[src/rtl/seg_disp_pkg.sv]
// Shared types and constants for the multi-digit seven-segment driver.
// Glyphs are active-low {CA,CB,CC,CD,CE,CF,CG}; the DP bit is added by the top.
package seg_disp_pkg;

  localparam logic [6:0] SEG_0     = 7'b000_0001;
  localparam logic [6:0] SEG_1     = 7'b100_1111;
  localparam logic [6:0] SEG_2     = 7'b001_0010;
  localparam logic [6:0] SEG_3     = 7'b000_0110;
  localparam logic [6:0] SEG_4     = 7'b100_1100;
  localparam logic [6:0] SEG_5     = 7'b010_0100;
  localparam logic [6:0] SEG_6     = 7'b010_0000;
  localparam logic [6:0] SEG_7     = 7'b000_1111;
  localparam logic [6:0] SEG_8     = 7'b000_0000;
  localparam logic [6:0] SEG_9     = 7'b000_0100;
  localparam logic [6:0] SEG_A     = 7'b000_1000;
  localparam logic [6:0] SEG_B     = 7'b110_0000;
  localparam logic [6:0] SEG_C     = 7'b011_0001;
  localparam logic [6:0] SEG_D     = 7'b100_0010;
  localparam logic [6:0] SEG_E     = 7'b011_0000;
  localparam logic [6:0] SEG_F     = 7'b011_1000;
  localparam logic [6:0] SEG_DASH  = 7'b111_1110;
  localparam logic [6:0] SEG_BLANK = 7'b111_1111;

  typedef enum logic [1:0] {
    ST_IDLE    = 2'd0,
    ST_CONVERT = 2'd1,
    ST_COMMIT  = 2'd2
  } state_t;

  // Enough BCD nibbles to hold any value of the given binary width.
  function automatic int bcd_digits(input int value_width);
    return (value_width + 2) / 3;
  endfunction

  function automatic logic [6:0] seg_glyph(input logic [3:0] nib);
    logic [6:0] g;
    case (nib)
      4'h0: g = SEG_0;
      4'h1: g = SEG_1;
      4'h2: g = SEG_2;
      4'h3: g = SEG_3;
      4'h4: g = SEG_4;
      4'h5: g = SEG_5;
      4'h6: g = SEG_6;
      4'h7: g = SEG_7;
      4'h8: g = SEG_8;
      4'h9: g = SEG_9;
      4'hA: g = SEG_A;
      4'hB: g = SEG_B;
      4'hC: g = SEG_C;
      4'hD: g = SEG_D;
      4'hE: g = SEG_E;
      default: g = SEG_F;
    endcase
    return g;
  endfunction

endpackage

[src/rtl/bin_to_bcd.sv]
// Iterative double-dabble: one shift per cycle, VALUE_WIDTH cycles per conversion.
// done_o is high during the cycle whose closing edge performs the final shift,
// so bcd_o holds the finished result from the following cycle on.
module bin_to_bcd
  import seg_disp_pkg::*;
#(
  parameter int VALUE_WIDTH = 14,
  parameter int BCD_DIGITS  = 5
) (
  input  logic                      clk_i,
  input  logic                      rst_i,
  input  logic                      start_i,
  input  logic [VALUE_WIDTH-1:0]    bin_i,
  output logic                      busy_o,
  output logic                      done_o,
  output logic [BCD_DIGITS*4-1:0]   bcd_o
);

  localparam int BCD_W = BCD_DIGITS * 4;
  localparam int CNT_W = $clog2(VALUE_WIDTH + 1);

  logic [VALUE_WIDTH-1:0] shift_q, shift_d;
  logic [BCD_W-1:0]       bcd_q, bcd_d, bcd_adj;
  logic [CNT_W-1:0]       cnt_q, cnt_d;
  logic                   busy_q, busy_d;
  logic                   last_shift;

  assign last_shift = busy_q && (cnt_q == CNT_W'(VALUE_WIDTH - 1));

  // Add-3 correction on every nibble that would overflow past 9 after shifting.
  always_comb begin
    bcd_adj = bcd_q;
    for (int k = 0; k < BCD_DIGITS; k++) begin
      if (bcd_q[k*4 +: 4] >= 4'd5) bcd_adj[k*4 +: 4] = bcd_q[k*4 +: 4] + 4'd3;
    end
  end

  // Next-state: load on start, otherwise shift one bit per cycle while busy.
  always_comb begin
    shift_d = shift_q;
    bcd_d   = bcd_q;
    cnt_d   = cnt_q;
    busy_d  = busy_q;
    if (start_i && !busy_q) begin
      shift_d = bin_i;
      bcd_d   = '0;
      cnt_d   = '0;
      busy_d  = 1'b1;
    end else if (busy_q) begin
      {bcd_d, shift_d} = {bcd_adj, shift_q} << 1;
      cnt_d            = cnt_q + CNT_W'(1);
      if (last_shift) busy_d = 1'b0;
    end
  end

  // Conversion registers.
  always_ff @(posedge clk_i) begin
    if (rst_i) begin
      shift_q <= '0;
      bcd_q   <= '0;
      cnt_q   <= '0;
      busy_q  <= 1'b0;
    end else begin
      shift_q <= shift_d;
      bcd_q   <= bcd_d;
      cnt_q   <= cnt_d;
      busy_q  <= busy_d;
    end
  end

  assign busy_o = busy_q;
  assign done_o = last_shift;
  assign bcd_o  = bcd_q;

endmodule

[src/rtl/multi_digit_display.sv]
// N-digit multiplexed common-anode seven-segment driver with decimal/hex load,
// leading-zero blanking, per-digit DP and blink. The display buffer only
// changes in COMMIT, so the scanned digits never show a half-converted value.
module multi_digit_display
  import seg_disp_pkg::*;
#(
  parameter int CLOCK_FREQ_HZ   = 100_000_000,
  parameter int REFRESH_RATE_HZ = 240,
  parameter int BLINK_RATE_HZ   = 2,
  parameter int NUM_DIGITS      = 4,
  parameter int VALUE_WIDTH     = 14
) (
  input  logic                   clk_i,
  input  logic                   rst_i,
  input  logic [VALUE_WIDTH-1:0] value_i,
  input  logic                   hex_mode_i,
  input  logic                   value_valid_i,
  output logic                   ready_o,
  input  logic                   disp_en_i,
  input  logic                   lzb_en_i,
  input  logic [NUM_DIGITS-1:0]  dot_en_i,
  input  logic [NUM_DIGITS-1:0]  blink_en_i,
  output logic [NUM_DIGITS-1:0]  anodes_o,
  output logic [7:0]             cathodes_o
);

  localparam int BCD_DIGITS = bcd_digits(VALUE_WIDTH);
  localparam int BUF_W      = BCD_DIGITS * 4;
  localparam int PAD_DIGITS = (BCD_DIGITS > NUM_DIGITS) ? BCD_DIGITS : NUM_DIGITS;
  localparam int PAD_W      = PAD_DIGITS * 4;
  localparam int TICK_RAW   = CLOCK_FREQ_HZ / (REFRESH_RATE_HZ * NUM_DIGITS);
  localparam int TICK_DIV   = (TICK_RAW < 1) ? 1 : TICK_RAW;
  localparam int BLINK_RAW  = CLOCK_FREQ_HZ / (2 * BLINK_RATE_HZ);
  localparam int BLINK_DIV  = (BLINK_RAW < 1) ? 1 : BLINK_RAW;
  localparam int TICK_W     = $clog2(TICK_DIV + 1);
  localparam int BLINK_W    = $clog2(BLINK_DIV + 1);
  localparam int IDX_W      = $clog2(NUM_DIGITS);

  state_t                 state_q;
  logic                   ready_q;
  logic                   hex_sel_q;
  logic [VALUE_WIDTH-1:0] hex_val_q;
  logic [BUF_W-1:0]       buf_q;
  logic                   conv_start, conv_busy, conv_done;
  logic [BUF_W-1:0]       conv_bcd;

  logic [TICK_W-1:0]      tick_cnt_q;
  logic [IDX_W-1:0]       scan_idx_q;
  logic [BLINK_W-1:0]     blink_cnt_q;
  logic                   blink_on_q;

  logic [PAD_W-1:0]       buf_pad;
  logic                   overflow;
  logic                   zero_above;
  logic [NUM_DIGITS-1:0]  lz_blank;
  logic [3:0]             sel_nib;
  logic                   sel_lz, sel_dot, sel_blink;
  logic [6:0]             seg;
  logic                   dp_n;
  logic [NUM_DIGITS-1:0]  anodes_d, anodes_q;
  logic [7:0]             cathodes_d, cathodes_q;

  // Handshake (valid/ready): a load happens on a rising edge where
  // value_valid_i && ready_o; value_i and hex_mode_i are sampled on that edge.
  // A request seen while ready_o is low is dropped, never held over.
  assign conv_start = value_valid_i && ready_q && !hex_mode_i;

  bin_to_bcd #(
    .VALUE_WIDTH (VALUE_WIDTH),
    .BCD_DIGITS  (BCD_DIGITS)
  ) u_bin_to_bcd (
    .clk_i   (clk_i),
    .rst_i   (rst_i),
    .start_i (conv_start),
    .bin_i   (value_i),
    .busy_o  (conv_busy),
    .done_o  (conv_done),
    .bcd_o   (conv_bcd)
  );

  // Load FSM: accept, wait for the converter (decimal only), commit to buffer.
  always_ff @(posedge clk_i) begin
    if (rst_i) begin
      state_q   <= ST_IDLE;
      ready_q   <= 1'b1;
      hex_sel_q <= 1'b0;
      hex_val_q <= '0;
      buf_q     <= '0;
    end else begin
      case (state_q)
        ST_IDLE: begin
          if (value_valid_i) begin
            hex_sel_q <= hex_mode_i;
            hex_val_q <= value_i;
            ready_q   <= 1'b0;
            state_q   <= hex_mode_i ? ST_COMMIT : ST_CONVERT;
          end
        end
        ST_CONVERT: begin
          if (conv_done || !conv_busy) state_q <= ST_COMMIT;
        end
        ST_COMMIT: begin
          buf_q   <= hex_sel_q ? BUF_W'(hex_val_q) : conv_bcd;
          ready_q <= 1'b1;
          state_q <= ST_IDLE;
        end
        default: begin
          ready_q <= 1'b1;
          state_q <= ST_IDLE;
        end
      endcase
    end
  end

  assign ready_o = ready_q;

  // Scan tick divider and digit index.
  always_ff @(posedge clk_i) begin
    if (rst_i) begin
      tick_cnt_q <= '0;
      scan_idx_q <= '0;
    end else if (tick_cnt_q == TICK_W'(TICK_DIV - 1)) begin
      tick_cnt_q <= '0;
      scan_idx_q <= (scan_idx_q == IDX_W'(NUM_DIGITS - 1)) ? '0 : scan_idx_q + IDX_W'(1);
    end else begin
      tick_cnt_q <= tick_cnt_q + TICK_W'(1);
    end
  end

  // Free-running blink phase, 50 % duty, starting in the on phase.
  always_ff @(posedge clk_i) begin
    if (rst_i) begin
      blink_cnt_q <= '0;
      blink_on_q  <= 1'b1;
    end else if (blink_cnt_q == BLINK_W'(BLINK_DIV - 1)) begin
      blink_cnt_q <= '0;
      blink_on_q  <= ~blink_on_q;
    end else begin
      blink_cnt_q <= blink_cnt_q + BLINK_W'(1);
    end
  end

  // Overflow (nonzero nibble beyond the visible digits) and leading-zero mask.
  always_comb begin
    buf_pad    = PAD_W'(buf_q);
    overflow   = 1'b0;
    zero_above = 1'b1;
    lz_blank   = '0;
    for (int k = NUM_DIGITS; k < PAD_DIGITS; k++) begin
      if (buf_pad[k*4 +: 4] != 4'd0) overflow = 1'b1;
    end
    for (int k = NUM_DIGITS - 1; k >= 1; k--) begin
      zero_above  = zero_above && (buf_pad[k*4 +: 4] == 4'd0);
      lz_blank[k] = zero_above;
    end
  end

  // Select the scanned digit and build its segment pattern.
  always_comb begin
    sel_nib   = 4'd0;
    sel_lz    = 1'b0;
    sel_dot   = 1'b0;
    sel_blink = 1'b0;
    for (int k = 0; k < NUM_DIGITS; k++) begin
      if (IDX_W'(k) == scan_idx_q) begin
        sel_nib   = buf_pad[k*4 +: 4];
        sel_lz    = lz_blank[k];
        sel_dot   = dot_en_i[k];
        sel_blink = blink_en_i[k];
      end
    end
    if (overflow)                seg = SEG_DASH;
    else if (lzb_en_i && sel_lz) seg = SEG_BLANK;
    else                         seg = seg_glyph(sel_nib);
    dp_n = ~sel_dot;
    if (!blink_on_q && sel_blink) begin
      seg  = SEG_BLANK;
      dp_n = 1'b1;
    end
    if (disp_en_i) begin
      anodes_d   = ~(NUM_DIGITS'(1) << scan_idx_q);
      cathodes_d = {seg, dp_n};
    end else begin
      anodes_d   = '1;
      cathodes_d = 8'hFF;
    end
  end

  // Registered pin drivers.
  always_ff @(posedge clk_i) begin
    if (rst_i) begin
      anodes_q   <= '1;
      cathodes_q <= 8'hFF;
    end else begin
      anodes_q   <= anodes_d;
      cathodes_q <= cathodes_d;
    end
  end

  assign anodes_o   = anodes_q;
  assign cathodes_o = cathodes_q;

endmodule

[config.mk]
export PLATFORM = sky130hd
export DESIGN_NAME = multi_digit_display
export DESIGN_NICKNAME = d
export VERILOG_FILES = /design/src/rtl/seg_disp_pkg.sv /design/src/rtl/bin_to_bcd.sv /design/src/rtl/multi_digit_display.sv
export SDC_FILE = /design/constraint.sdc
export NUM_CORES = 1
export LEC_CHECK = 0
export CELL_PAD_IN_SITES_DETAIL_PLACEMENT = 1
export CELL_PAD_IN_SITES_GLOBAL_PLACEMENT = 1
export CORE_ASPECT_RATIO = 1.75
export CORE_MARGIN = 4
export CORE_UTILIZATION = 43
export CTS_CLUSTER_DIAMETER = 200
export DETAILED_ROUTE_END_ITERATION = 8
export PLACE_DENSITY_LB_ADDON = 0.1
export SYNTH_ARGS = -nofsm -noshare
export SYNTH_HDL_FRONTEND = slang
export SYNTH_SLANG_ARGS = --single-unit
[constraint.sdc]
create_clock -name clk_i -period 3.3 [get_ports clk_i]
set_input_delay 0.495 -clock clk_i [delete_from_list [all_inputs] [get_ports clk_i]]
set_output_delay 0.495 -clock clk_i [all_outputs]
set_load 0.1 [all_outputs]
==> flow_summary.json <==
{
  "status": "finished, final reports clean",
  "whs_path_depth": 3,
  "crit_required_ns": 3.60,
  "io_pins": 41,
  "use_met2": 0.371,
  "arrival_ns": 2.96,
  "core_um2": 14300,
  "clock_latency_ns": 0.41,
  "worst_pin_slew_ns": 0.996,
  "numCtsBuffers": 17,
  "dieWidth_um": 99.2,
  "p_per_area_nw_per_um2": 559,
  "postSynthAreaPerCell_um2": 8.57,
  "min_path_type": "in -> reg",
  "gr-usage-met1": 0.188,
  "grt.overflow.total": 0,
  "synth_area_leaders": "dfxtp_1 (43%), nor2_1 (6.5%), mux2i_1 (6.2%)",
  "worstSetupEndpointType": "flip-flop",
  "io_buffers": 40,
  "rows": 58,
  "place_area_um2": 6780,
  "tns_ns": 0,
  "final_nets": 812,
  "seq_area_frac_synth": 0.429,
  "path_class": "reg -> reg",
  "syn_area_um2": 6250,
  "antenna_left": 0,
  "syn_inst": 730,
  "worstRegToRegCells": 11,
  "fin_cells": 952,
  "critPathLaunchType": "flip-flop",
  "antenna_found_initial": 0,
  "vias_per_cell": 5.31,
  "min_delay_worst_endpoint": "anodes_o[3]",
  "layout_common_cells": "dfxtp_1 (133), nor2_1 (109), nand2_1 (77), a21oi_1 (59)",
  "syn-num-nets": 783,
  "synth.top_cell.area_share": 0.429,
  "htree_levels": 4,
  "finalPower_uw": 4160,
  "fin_util": 0.520,
  "clock-sinks": 134,
  "fin_area_um2": 7430,
  "fin_crit_sh": 0.807,
  "min_period_ns": 2.66,
  "grt_max_degree": 60,
  "root_buffer": "clkbuf_16",
  "cts.path.max_buffers": 2,
  "drive_above_1_share": 0.0648,
  "first_pass_iters": 4,
  "async_flop_share": 0,
  "ys_warn_count": 0,
  "routedWlPerCell_um": 15.8,
  "synth-main-ff-cell": "dfxtp_1",
  "gr-max-usage-layer": "met2",
  "hold_violations": 0,
  "path_clk_slew_ns": 0.06,
  "r2r_setup_slack_ns": 0.64,
  "rsz0062_at_grt": "false",
  "grt_pass1_wl_um": 25400,
  "skew_ns": 0.00974,
  "synth-edff-count": 0,
  "p_leak_uw": 0.00274,
  "layout_commonest_cell": "dfxtp_1",
  "post-cts-setup-buffers": 0,
  "gp_congestion": 0.835,
  "postCtsHoldBufs": 0,
  "r2r_start": "scan_idx_q[1]",
  "track_usage": 0.187,
  "dpl.cell_count": 920,
  "r2r_end": "cathodes_o[3]",
  "maxSlewViolCount": 0,
  "initial_utilization": 0.438,
  "first_iter_violations": 96,
  "relSlewSlack": 0.335,
  "grt_pass1_vias": 5470,
  "cap_violations": 0,
  "drt_wl_total_um": 15000,
  "die_h_um": 168,
  "yosys.cell_types.count": 48,
  "ys_ff_latch": 134,
  "hpwl_um": 11000,
  "setup_violations": 0,
  "diodes": 0,
  "min_from": "rst_i",
  "synthToLayoutAreaGrowth_pct": 18.8,
  "drc_errors": 0,
  "fmax_mhz": 375,
  "met3_usage": 0.0371,
  "ctsResizeCount": 0,
  "vias": 5053,
  "cts_tree": "done",
  "die_area_um2": 16600,
  "critPathMaxFanout": 12,
  "synth_largest_area_cell": "dfxtp_1",
  "irDropWorstVdd_v": 0.000307
}
-- layout make-up --
class                   instances  area (um2)
clock inverters                12         200
fillers                      1679        6860
flip-flops and latches        134        2680
inverters                      22        82.6
well taps                     180         225
clock buffers                  20         457
repair buffers                 48         455
multi-input cells             536        3330
-- through the flow --
stage	worst slack, ns	hold slack [ns]
global route	0.442	0.365
finish	0.636	0.354
detailed placement	0.651	0.453
floorplan	0.804	0.432
CTS	0.644	0.338
global placement	0.819	0.441
-- synthesized netlist by cell type, drive strengths merged (6+ instances only) --
master  instances
buf            10
and3            6
nand4          14
and4            6
xnor2          32
nand3b          8
a211oi         17
ha             25
o21ai          13
nor2          109
nand2          77
clkbuf         28
nor4            8
mux2i          39
nor3            9
nand3          23
inv            22
dfxtp         134
nor2b           8
a21oi          59
nand2b         18
xor2           19
-- power breakdown --
| part | switching [uW] | internal (uW) | total (uW) |
|---|---|---|---|
| logic | 211 | 132 | 344 |
| clock network | 711 | 1380 | 2090 |
| registers | 51.4 | 1670 | 1720 |
| total | 973 | 3190 | 4160 |
-- worst max path at each step --
stage	startpoint	end	slack [ns]	depth (start not counted)
floorplan	scan_idx_q[0]	cathodes_o[3]	0.80	10
global placement	scan_idx_q[1]	cathodes_o[3]	0.82	11
CTS	scan_idx_q[1]	cathodes_o[3]	0.64	11
finish	scan_idx_q[1]	cathodes_o[3]	0.64	11
detailed placement	scan_idx_q[1]	cathodes_o[3]	0.65	11
global route	scan_idx_q[1]	cathodes_o[3]	0.44	11
-- worst max-delay path, cell delays in order (launching register included) --
cell      delay, ns
dfxtp_1        0.38
inv_1          0.09
ha_1           0.32
nor2b_1        0.26
a221oi_1       0.11
o31ai_1        0.27
buf_4          0.19
inv_1          0.08
ha_1           0.24
o21ai_0        0.18
a21oi_1        0.05
or3b_1         0.37
-- state kept, by name, indices dropped and copies added, names as in the netlist, 2 cells and up --
| name | count |
|---|---|
| blink_cnt_q | 25 |
| u_bin_to_bcd.cnt_q | 4 |
| u_bin_to_bcd.shift_q | 14 |
| state_q | 2 |
| cathodes_o | 8 |
| hex_val_q | 14 |
| tick_cnt_q | 17 |
| scan_idx_q | 2 |
| buf_pad | 20 |
| u_bin_to_bcd.bcd_o | 20 |
| anodes_o | 4 |
-- cell families after synthesis --
| group | share of synthesized area |
|---|---|
| AOI/OAI and AO/OA | 0.115 |
| DFF | 0.429 |
| muxes | 0.0624 |
| and+or+nand+nor | 0.233 |
| adders and majority gates | 0.0500 |
| xor gates and xnor gates | 0.0714 |
| buffers and inverters | 0.0392 |
-- routing by layer --
layer / vias up / wire, um
met3: 20 / 308
li1: 2558 / -
met5: - / 0
met1: 2424 / 5840
met4: 0 / 235
met2: 51 / 8630
(Power assumes the default switching activity.)
